## src/rtl/multicycle_control.sv

```systemverilog
// multicycle_control
//   Multi-cycle control FSM for the 2-operand datapath. It sequences
//   FETCH -> DECODE -> EXECUTE -> MEM -> WRITEBACK and drives every
//   datapath enable from the current state and the opcode class that was
//   latched in DECODE.
//
// Ports
//   clk          rising-edge clock
//   clear        asynchronous active-low reset; forces every output to 0
//   opcode       decoded opcode (sampled only in DECODE)
//   memReady     memory completes the current request this cycle
//   aluZero      ALU result == 0 (used by BNEQ in EXECUTE)
//   irWrite      load instruction register
//   pcWrite      load PC
//   pcSrc        0 = PC+4, 1 = branch target
//   regWrite     register file write of Rd
//   aluSrcB      0 = Rs, 1 = immediate
//   aluOp        00 add, 01 sub, 10 pass B
//   memReq       memory request active
//   memWe        memory write (valid with memReq)
//   iorD         0 = address from PC, 1 = address from ALU
//   wbSel        0 = ALU result, 1 = memory data
//   illegalOp    one-cycle pulse in DECODE on an unknown opcode
//   state        current state, for debug
//
// Optional build macro CTRL_PERF_CNT_EN adds cycleCount / retiredCount
// performance counters (32-bit, wrap modulo 2^32).
module multicycle_control #(
  parameter int                    opCodeWidth = 6,
  parameter logic [opCodeWidth-1:0] OP_NOOP    = 6'd0,
  parameter logic [opCodeWidth-1:0] OP_ADD     = 6'd1,
  parameter logic [opCodeWidth-1:0] OP_ADDI    = 6'd2,
  parameter logic [opCodeWidth-1:0] OP_LW      = 6'd3,
  parameter logic [opCodeWidth-1:0] OP_SW      = 6'd4,
  parameter logic [opCodeWidth-1:0] OP_LI      = 6'd5,
  parameter logic [opCodeWidth-1:0] OP_BNEQ    = 6'd6
) (
  input  logic                   clk,
  input  logic                   clear,
  input  logic [opCodeWidth-1:0] opcode,
  input  logic                   memReady,
  input  logic                   aluZero,
  output logic                   irWrite,
  output logic                   pcWrite,
  output logic                   pcSrc,
  output logic                   regWrite,
  output logic                   aluSrcB,
  output logic [1:0]             aluOp,
  output logic                   memReq,
  output logic                   memWe,
  output logic                   iorD,
  output logic                   wbSel,
  output logic                   illegalOp,
  output logic [2:0]             state
`ifdef CTRL_PERF_CNT_EN
  ,
  output logic [31:0]            cycleCount,
  output logic [31:0]            retiredCount
`endif
);

  typedef enum logic [2:0] {
    S_FETCH     = 3'd0,
    S_DECODE    = 3'd1,
    S_EXECUTE   = 3'd2,
    S_MEM       = 3'd3,
    S_WRITEBACK = 3'd4
  } state_t;

  typedef enum logic [2:0] {
    C_NOOP = 3'd0,
    C_ADD  = 3'd1,
    C_ADDI = 3'd2,
    C_LW   = 3'd3,
    C_SW   = 3'd4,
    C_LI   = 3'd5,
    C_BNEQ = 3'd6
  } cls_t;

  state_t     st, nxt;
  cls_t       cls, dec_cls;
  logic       dec_ill;

  logic       ir_c, pcw_c, pcs_c, rw_c, sb_c, mreq_c, mwe_c, iord_c, wb_c, ill_c;
  logic [1:0] aop_c;

  // Opcode to class; unknown opcodes behave as NOOP and raise illegalOp.
  always_comb begin
    dec_cls = C_NOOP;
    dec_ill = 1'b0;
    case (opcode)
      OP_NOOP: dec_cls = C_NOOP;
      OP_ADD:  dec_cls = C_ADD;
      OP_ADDI: dec_cls = C_ADDI;
      OP_LW:   dec_cls = C_LW;
      OP_SW:   dec_cls = C_SW;
      OP_LI:   dec_cls = C_LI;
      OP_BNEQ: dec_cls = C_BNEQ;
      default: dec_ill = 1'b1;
    endcase
  end

  // State and class registers; class is only captured in DECODE so opcode
  // activity in any other state is ignored.
  always_ff @(posedge clk or negedge clear) begin
    if (!clear) begin
      st  <= S_FETCH;
      cls <= C_NOOP;
    end else begin
      st <= nxt;
      if (st == S_DECODE) cls <= dec_cls;
    end
  end

  always_comb begin
    nxt    = st;
    ir_c   = 1'b0;
    pcw_c  = 1'b0;
    pcs_c  = 1'b0;
    rw_c   = 1'b0;
    sb_c   = 1'b0;
    aop_c  = 2'b00;
    mreq_c = 1'b0;
    mwe_c  = 1'b0;
    iord_c = 1'b0;
    wb_c   = 1'b0;
    ill_c  = 1'b0;
    case (st)
      S_FETCH: begin
        mreq_c = 1'b1;
        if (memReady) begin
          ir_c  = 1'b1;
          pcw_c = 1'b1;
          nxt   = S_DECODE;
        end
      end
      S_DECODE: begin
        ill_c = dec_ill;
        nxt   = S_EXECUTE;
      end
      S_EXECUTE: begin
        case (cls)
          C_ADD: nxt = S_WRITEBACK;
          C_ADDI: begin
            sb_c = 1'b1;
            nxt  = S_WRITEBACK;
          end
          C_LI: begin
            sb_c  = 1'b1;
            aop_c = 2'b10;
            nxt   = S_WRITEBACK;
          end
          C_LW, C_SW: begin
            sb_c = 1'b1;
            nxt  = S_MEM;
          end
          C_BNEQ: begin
            // Subtract Rd - Rs; branch taken when the result is non-zero.
            aop_c = 2'b01;
            if (!aluZero) begin
              pcw_c = 1'b1;
              pcs_c = 1'b1;
            end
            nxt = S_FETCH;
          end
          default: nxt = S_FETCH;
        endcase
      end
      S_MEM: begin
        mreq_c = 1'b1;
        iord_c = 1'b1;
        mwe_c  = (cls == C_SW);
        if (memReady) nxt = (cls == C_LW) ? S_WRITEBACK : S_FETCH;
      end
      S_WRITEBACK: begin
        rw_c = 1'b1;
        wb_c = (cls == C_LW);
        nxt  = S_FETCH;
      end
      default: nxt = S_FETCH;
    endcase
  end

  // Gate with clear so a reset mid-request drops every enable immediately,
  // not just at the next register update.
  assign irWrite   = clear & ir_c;
  assign pcWrite   = clear & pcw_c;
  assign pcSrc     = clear & pcs_c;
  assign regWrite  = clear & rw_c;
  assign aluSrcB   = clear & sb_c;
  assign aluOp     = clear ? aop_c : 2'b00;
  assign memReq    = clear & mreq_c;
  assign memWe     = clear & mwe_c;
  assign iorD      = clear & iord_c;
  assign wbSel     = clear & wb_c;
  assign illegalOp = clear & ill_c;
  assign state     = st;

`ifdef CTRL_PERF_CNT_EN
  logic retire;
  assign retire = (nxt == S_FETCH) &&
                  ((st == S_EXECUTE) || (st == S_MEM) || (st == S_WRITEBACK));

  always_ff @(posedge clk or negedge clear) begin
    if (!clear) begin
      cycleCount   <= 32'd0;
      retiredCount <= 32'd0;
    end else begin
      cycleCount <= cycleCount + 32'd1;
      if (retire) retiredCount <= retiredCount + 32'd1;
    end
  end
`endif

endmodule

```

## config.mk

```make
export PLATFORM = sky130hd
export DESIGN_NAME = multicycle_control
export DESIGN_NICKNAME = d
export VERILOG_FILES = /design/src/rtl/multicycle_control.sv
export SDC_FILE = /design/constraint.sdc
export NUM_CORES = 1
export LEC_CHECK = 0
export ABC_AREA = 1
export BUFFER_PORTS_ARGS = -buffer_cell sky130_fd_sc_hd__buf_2
export CAP_MARGIN = 20
export CORE_AREA = 4 4 41 43
export CTS_CLUSTER_SIZE = 25
export DETAILED_ROUTE_END_ITERATION = 8
export DIE_AREA = 0 0 45 47
export PLACE_DENSITY = 0.67
export SYNTH_ARGS = -nofsm -noshare
export SYNTH_HDL_FRONTEND = slang
export SYNTH_SLANG_ARGS = --single-unit
```

## constraint.sdc

```tcl
create_clock -name clk -period 1.5 [get_ports clk]
set_clock_uncertainty 0.1 [all_clocks]
set_input_delay 0.3 -clock clk [delete_from_list [all_inputs] [get_ports clk]]
set_output_delay 0.3 -clock clk [all_outputs]
set_load 0.1 [all_outputs]
```

Yosys cells after proc, flatten, opt, wreduce, memory -nomap -nowiden
Cells that the tools add are included.
{"block": "op_classes", "div_mod_pow": 0, "n_mul": 0, "n_reduce_logical": 8, "n_eq_ne": 18, "n_shift": 0, "magnitude_cmp": 0, "mux": 24, "bitwise": 10, "addsub": 0}
{"operator": "$eq 6x3->1 const B", "count": 3}
{"operator": "$pmux 3 s6", "count": 1}
{"operator": "$mux 1", "count": 14}
{"operator": "$eq 3x2->1 const B", "count": 4}
{"operator": "$eq 3x3->1 const B", "count": 4}
{"operator": "$eq 6x2->1 const B", "count": 2}
{"operator": "$pmux 3 s4", "count": 1}
{"operator": "$and 1x1->1", "count": 10}
{"operator": "$mux 3", "count": 3}
{"operator": "$reduce_or 7->1", "count": 1}
{"operator": "$eq 3x1->1 const B", "count": 2}
{"operator": "$eq 6x1->1 const B", "count": 1}
{"operator": "$logic_not 6->1", "count": 1}
{"operator": "$pmux 3 s2", "count": 1}
{"operator": "$mux 2", "count": 2}
{"operator": "$ne 2x2->1 const B", "count": 2}
{"operator": "$pmux 2 s2", "count": 1}
{"operator": "$reduce_or 2->1", "count": 2}
{"operator": "$reduce_or 4->1", "count": 1}
{"operator": "$logic_not 3->1", "count": 1}
{"operator": "$reduce_or 3->1", "count": 1}
{"operator": "$pmux 1 s2", "count": 1}
{"operator": "$reduce_and 2->1", "count": 1}
{"block": "word_totals", "ff_bits": 6, "rom_bits": 0, "in_bits": 10, "mem_bits_rw": 0, "latchBits": 0, "elab_cells": 62, "n_memories": 0, "output_inout_bits": 15}

Longest topological paths before layout
{"block": "logic_depth", "word_depth": 5, "ltp_mapped": 7, "mapped_depth_nobuf": 7}

Worst setup path after synthesis
No wires, ideal clock.
{"block": "synth_timing", "path_type": "register -> output", "from": "reg st[2], in the netlist state[2]", "to": "out wbSel", "path_stages_with_launch": 3, "arrival_time_ns": 4.146, "required_ns": 1.100, "path_buffers": 0, "path_slack_ns": -3.046, "cell_sequence": "dfrtp_1 inv_1 nor4_1"}
{"block": "synth_via", "elab_chain_len": 3}
{"item": "from (decl)", "line_no": "80", "rtl": "state_t st, nxt;"}
{"item": "from (signal assigned)", "line_no": "110", "rtl": "st <= nxt;"}
{"item": "$eq 3x3->1", "line_no": "128", "rtl": "case (st)"}
{"item": "$mux 1", "line_no": "128"}
{"item": "$and 1x1->1", "line_no": "195", "rtl": "assign wbSel = clear & wb_c;"}
{"item": "to (decl)", "line_no": "52", "rtl": "output logic wbSel,"}
No other way between the ends.

Worst setup path after layout
{"block": "layout_timing", "from": "reg st[0], in the netlist state[0]", "to": "out illegalOp"}
{"block": "layout_via", "elab_chain_len": 3}
{"item": "$eq 3x1->1", "line_no": "128"}
{"item": "$mux 1", "line_no": "128"}
{"item": "$and 1x1->1", "line_no": "196", "rtl": "assign illegalOp = clear & ill_c;"}
{"item": "to (decl)", "line_no": "53", "rtl": "output logic illegalOp,"}
No other way between the ends.

==> impl_metrics.tcl <==
set metrics [dict create \
    portBuffers 24 \
    hold_violations 0 \
    synth.largest_area_cell "dfrtp_1" \
    cts_tree "done" \
    core_area_um2 1300 \
    tightest_slew_ns 0.284 \
    p_leak_nw 0.618 \
    min_path_type "in2reg" \
    layout.nets 145 \
    antenna_cells 0 \
    max_clock_freq_ghz 0.493 \
    yosysTopAreaCellShare_pct 30.9 \
    rows 13 \
    seq_area_um2 163 \
    pin_count 25 \
    worstPathMaxFanout 6 \
    multi_input_area_um2 419 \
    cp_common_cell "nand3_1" \
    hpwl_um 1510 \
    worstSetupPathType "reg2out" \
    synthArstFlopShare_pct 100 \
    whs_ns 0.260 \
    initial_core_util_pct 37.3 \
    p_total_mw 2.11 \
    dp_cells 139 \
    final_area_um2 1250 \
    wirelength_um 3370 \
    violations "negative setup slack" \
    finalWeightedCongestion 0.822 \
    fin_ws_ns -0.527 \
    r2r-start "state[2]" \
    synth-seq-area-share_pct 30.9 \
    maxSlewViolCount 0 \
    clock_sinks 6 \
    grt_overflow 0 \
    clk_pin_slew_worst_paths_ns 0.07 \
    first_global_vias 820 \
    final_core_util_pct 96.4 \
    avgSynthCellArea_um2 6.15 \
    grt_max_degree 8 \
    yosysWarningCount 0 \
    drive_gt1_share_pct 58.2 \
    r2r_slack_ns -0.09 \
    endpoint "illegalOp" \
    status "finished with violations" \
    rsz0062_at_grt "yes" \
    powerDensity_nw_per_um2 1680 \
    startpoint_type "register" \
    dr.pass1.iters 5 \
    drt_iter0_markers 55 \
    ys_types 17 \
    numCtsBuffers 3 \
    worstPathCellList "buf_4 -> nand3_1 -> inv_1 -> nand3_1 -> nor2_4 -> buf_12" \
    die_area_um2 2120 \
    endpoint_kind "output port" \
    final_cell_count_no_fill 149 \
    vias 908 \
    cts_buffer_depth 2 \
    grt_pass1_wl_um 3750 \
    timing.rr.end "state[2]" \
    synthFlopType "dfrtp_1" \
    worst_r2r_path_depth 6 \
    ys_seq_elements 6 \
    worst_ir_drop_vdd_v 0.00147 \
    synth_edf_count 0 \
    cp-startpoint "state[0]" \
    syn2layout_area_growth_pct 159 \
    slowest_stage "dfrtp_4" \
    cp.required_ns 1.10 \
    viasPerCell 6.09 \
    placed_area_um2 1140 \
    cts-root-buf "clkbuf_4" \
    synthTopCellsByArea "dfrtp_1, nand2_1, nand3_1, inv_1, nor2_1" \
    slowest_delay_ns 0.44 \
    synth_nets 89 \
    fin_crit_sh_pct 135 \
    synthCells 79 \
    ant_nets 0 \
    arrival_ns 1.63 \
    wl_per_cell_um 22.6 \
    synth_area_um2 485 \
    setup_viol 17 \
    dieWidth_um 45 \
    antenna_found_initial 0 \
    worstSkewPairLatency_ns 0.27 \
    grt_use_total_pct 25.3 \
    die_h_um 47 \
    synthTopCellsByCount "nand2_1, inv_1, nand3_1, nor2_1, dfrtp_1" \
    min_period_ns 2.03 \
    yosysMostFrequentCell "nand2_1" \
    drc 0 \
    slew_headroom_pct 80.9 \
    htreeDepth 1 \
    n_fill_cell 25 \
    maxCapViolations 0 \
]
## cells by family (layout without fill, tap and decap cells)
logic type      Yosys count  count (layout)  share of synthesized area, %
simple gates             56              56                          54.4
buf+inv                  13              68                          10.1
flops                     6               6                          30.9
compound gates            4               4                          4.64
## worst min-delay path by stage
stage / from / to / slack [ns] / depth (start not counted)
after floorplan: clear / cls[0] / -0.1 / 0
after global placement: clear / state[1] / 0.06 / 1
after detailed placement: clear / state[1] / 0.06 / 1
after CTS: opcode[1] / cls[1] / 0.22 / 3
after global routing: opcode[1] / cls[1] / 0.27 / 3
final: opcode[1] / cls[1] / 0.26 / 3
## layout by cell type, fill, tap and decap left out, types with 2 or more instances in the layout
cell type / Yosys / routed
nor3_4: 0 / 4
dfrtp_4: 0 / 3
inv_1: 12 / 8
dlygate4sd3_1: 0 / 2
nand4_1: 3 / 3
buf_12: 0 / 15
clkbuf_4: 0 / 3
nand2_1: 26 / 23
buf_2: 0 / 9
buf_4: 0 / 22
nand3_1: 10 / 9
dfrtp_1: 6 / 2
nor2_1: 7 / 5
nand2_4: 0 / 4
buf_6: 0 / 3
nor2_4: 1 / 3
clkinvlp_4: 0 / 2
nand3_4: 0 / 2
## final cells by class
cell class | instances | area share (%)
Timing Repair Buffer | 51 | 45.0
Tap cell | 15 | 1.50
Clock buffer | 4 | 2.09
Inverter | 13 | 5.08
Sequential cell | 6 | 13.0
Multi-Input combinational cell | 60 | 33.4
## metrics by stage
stage	TNS, ns	worst slack [ns]
after floorplan	-7.65	-0.980
after global placement	-0.985	-0.163
after detailed placement	-1.43	-0.205
after CTS	-4.63	-0.447
after global routing	-5.87	-0.565
final	-5.34	-0.527
## power by group
group / internal [mW] / switching [mW] / leakage [nW] / total (mW)
Sequential: 0.228 / 0.0713 / 0.0741 / 0.299
Combinational: 0.585 / 1.04 / 0.529 / 1.62
Clock: 0.102 / 0.0881 / 0.0150 / 0.190
Total: 0.915 / 1.20 / 0.618 / 2.11
## metal layers
metal | GRT usage (%) | vias to the layer above | part of all wire, %
li1 | - | 364 | -
met1 | 25.0 | 430 | 33
met2 | 52.8 | 84 | 53
met3 | 1.53 | 30 | 7.7
met4 | 11.1 | 0 | 5.9
met5 | 0 | - | 0
## critical path, delay by kind of cell (launching register included)
| family | cells | cell delay (ns) |
|---|---|---|
| DFF | 1 | 0.44 |
| buffers and inverters | 3 | 0.50 |
| and+or+nand+nor | 3 | 0.41 |
## registers in the layout, indices dropped and copies added, names as in the netlist
name and count:
cls 3, state 3
## repair_timing
action | CTS | global route
gates resized for setup | 3 | 8
pin swaps | 4 | 2
buffers inserted | 3 | 1
hold buffers | 2 | 0
hold endpoints to repair | 3 | 0
endpoints found under the setup margin | 14 | 15
Note: power is estimated with default switching activity, not from simulation.
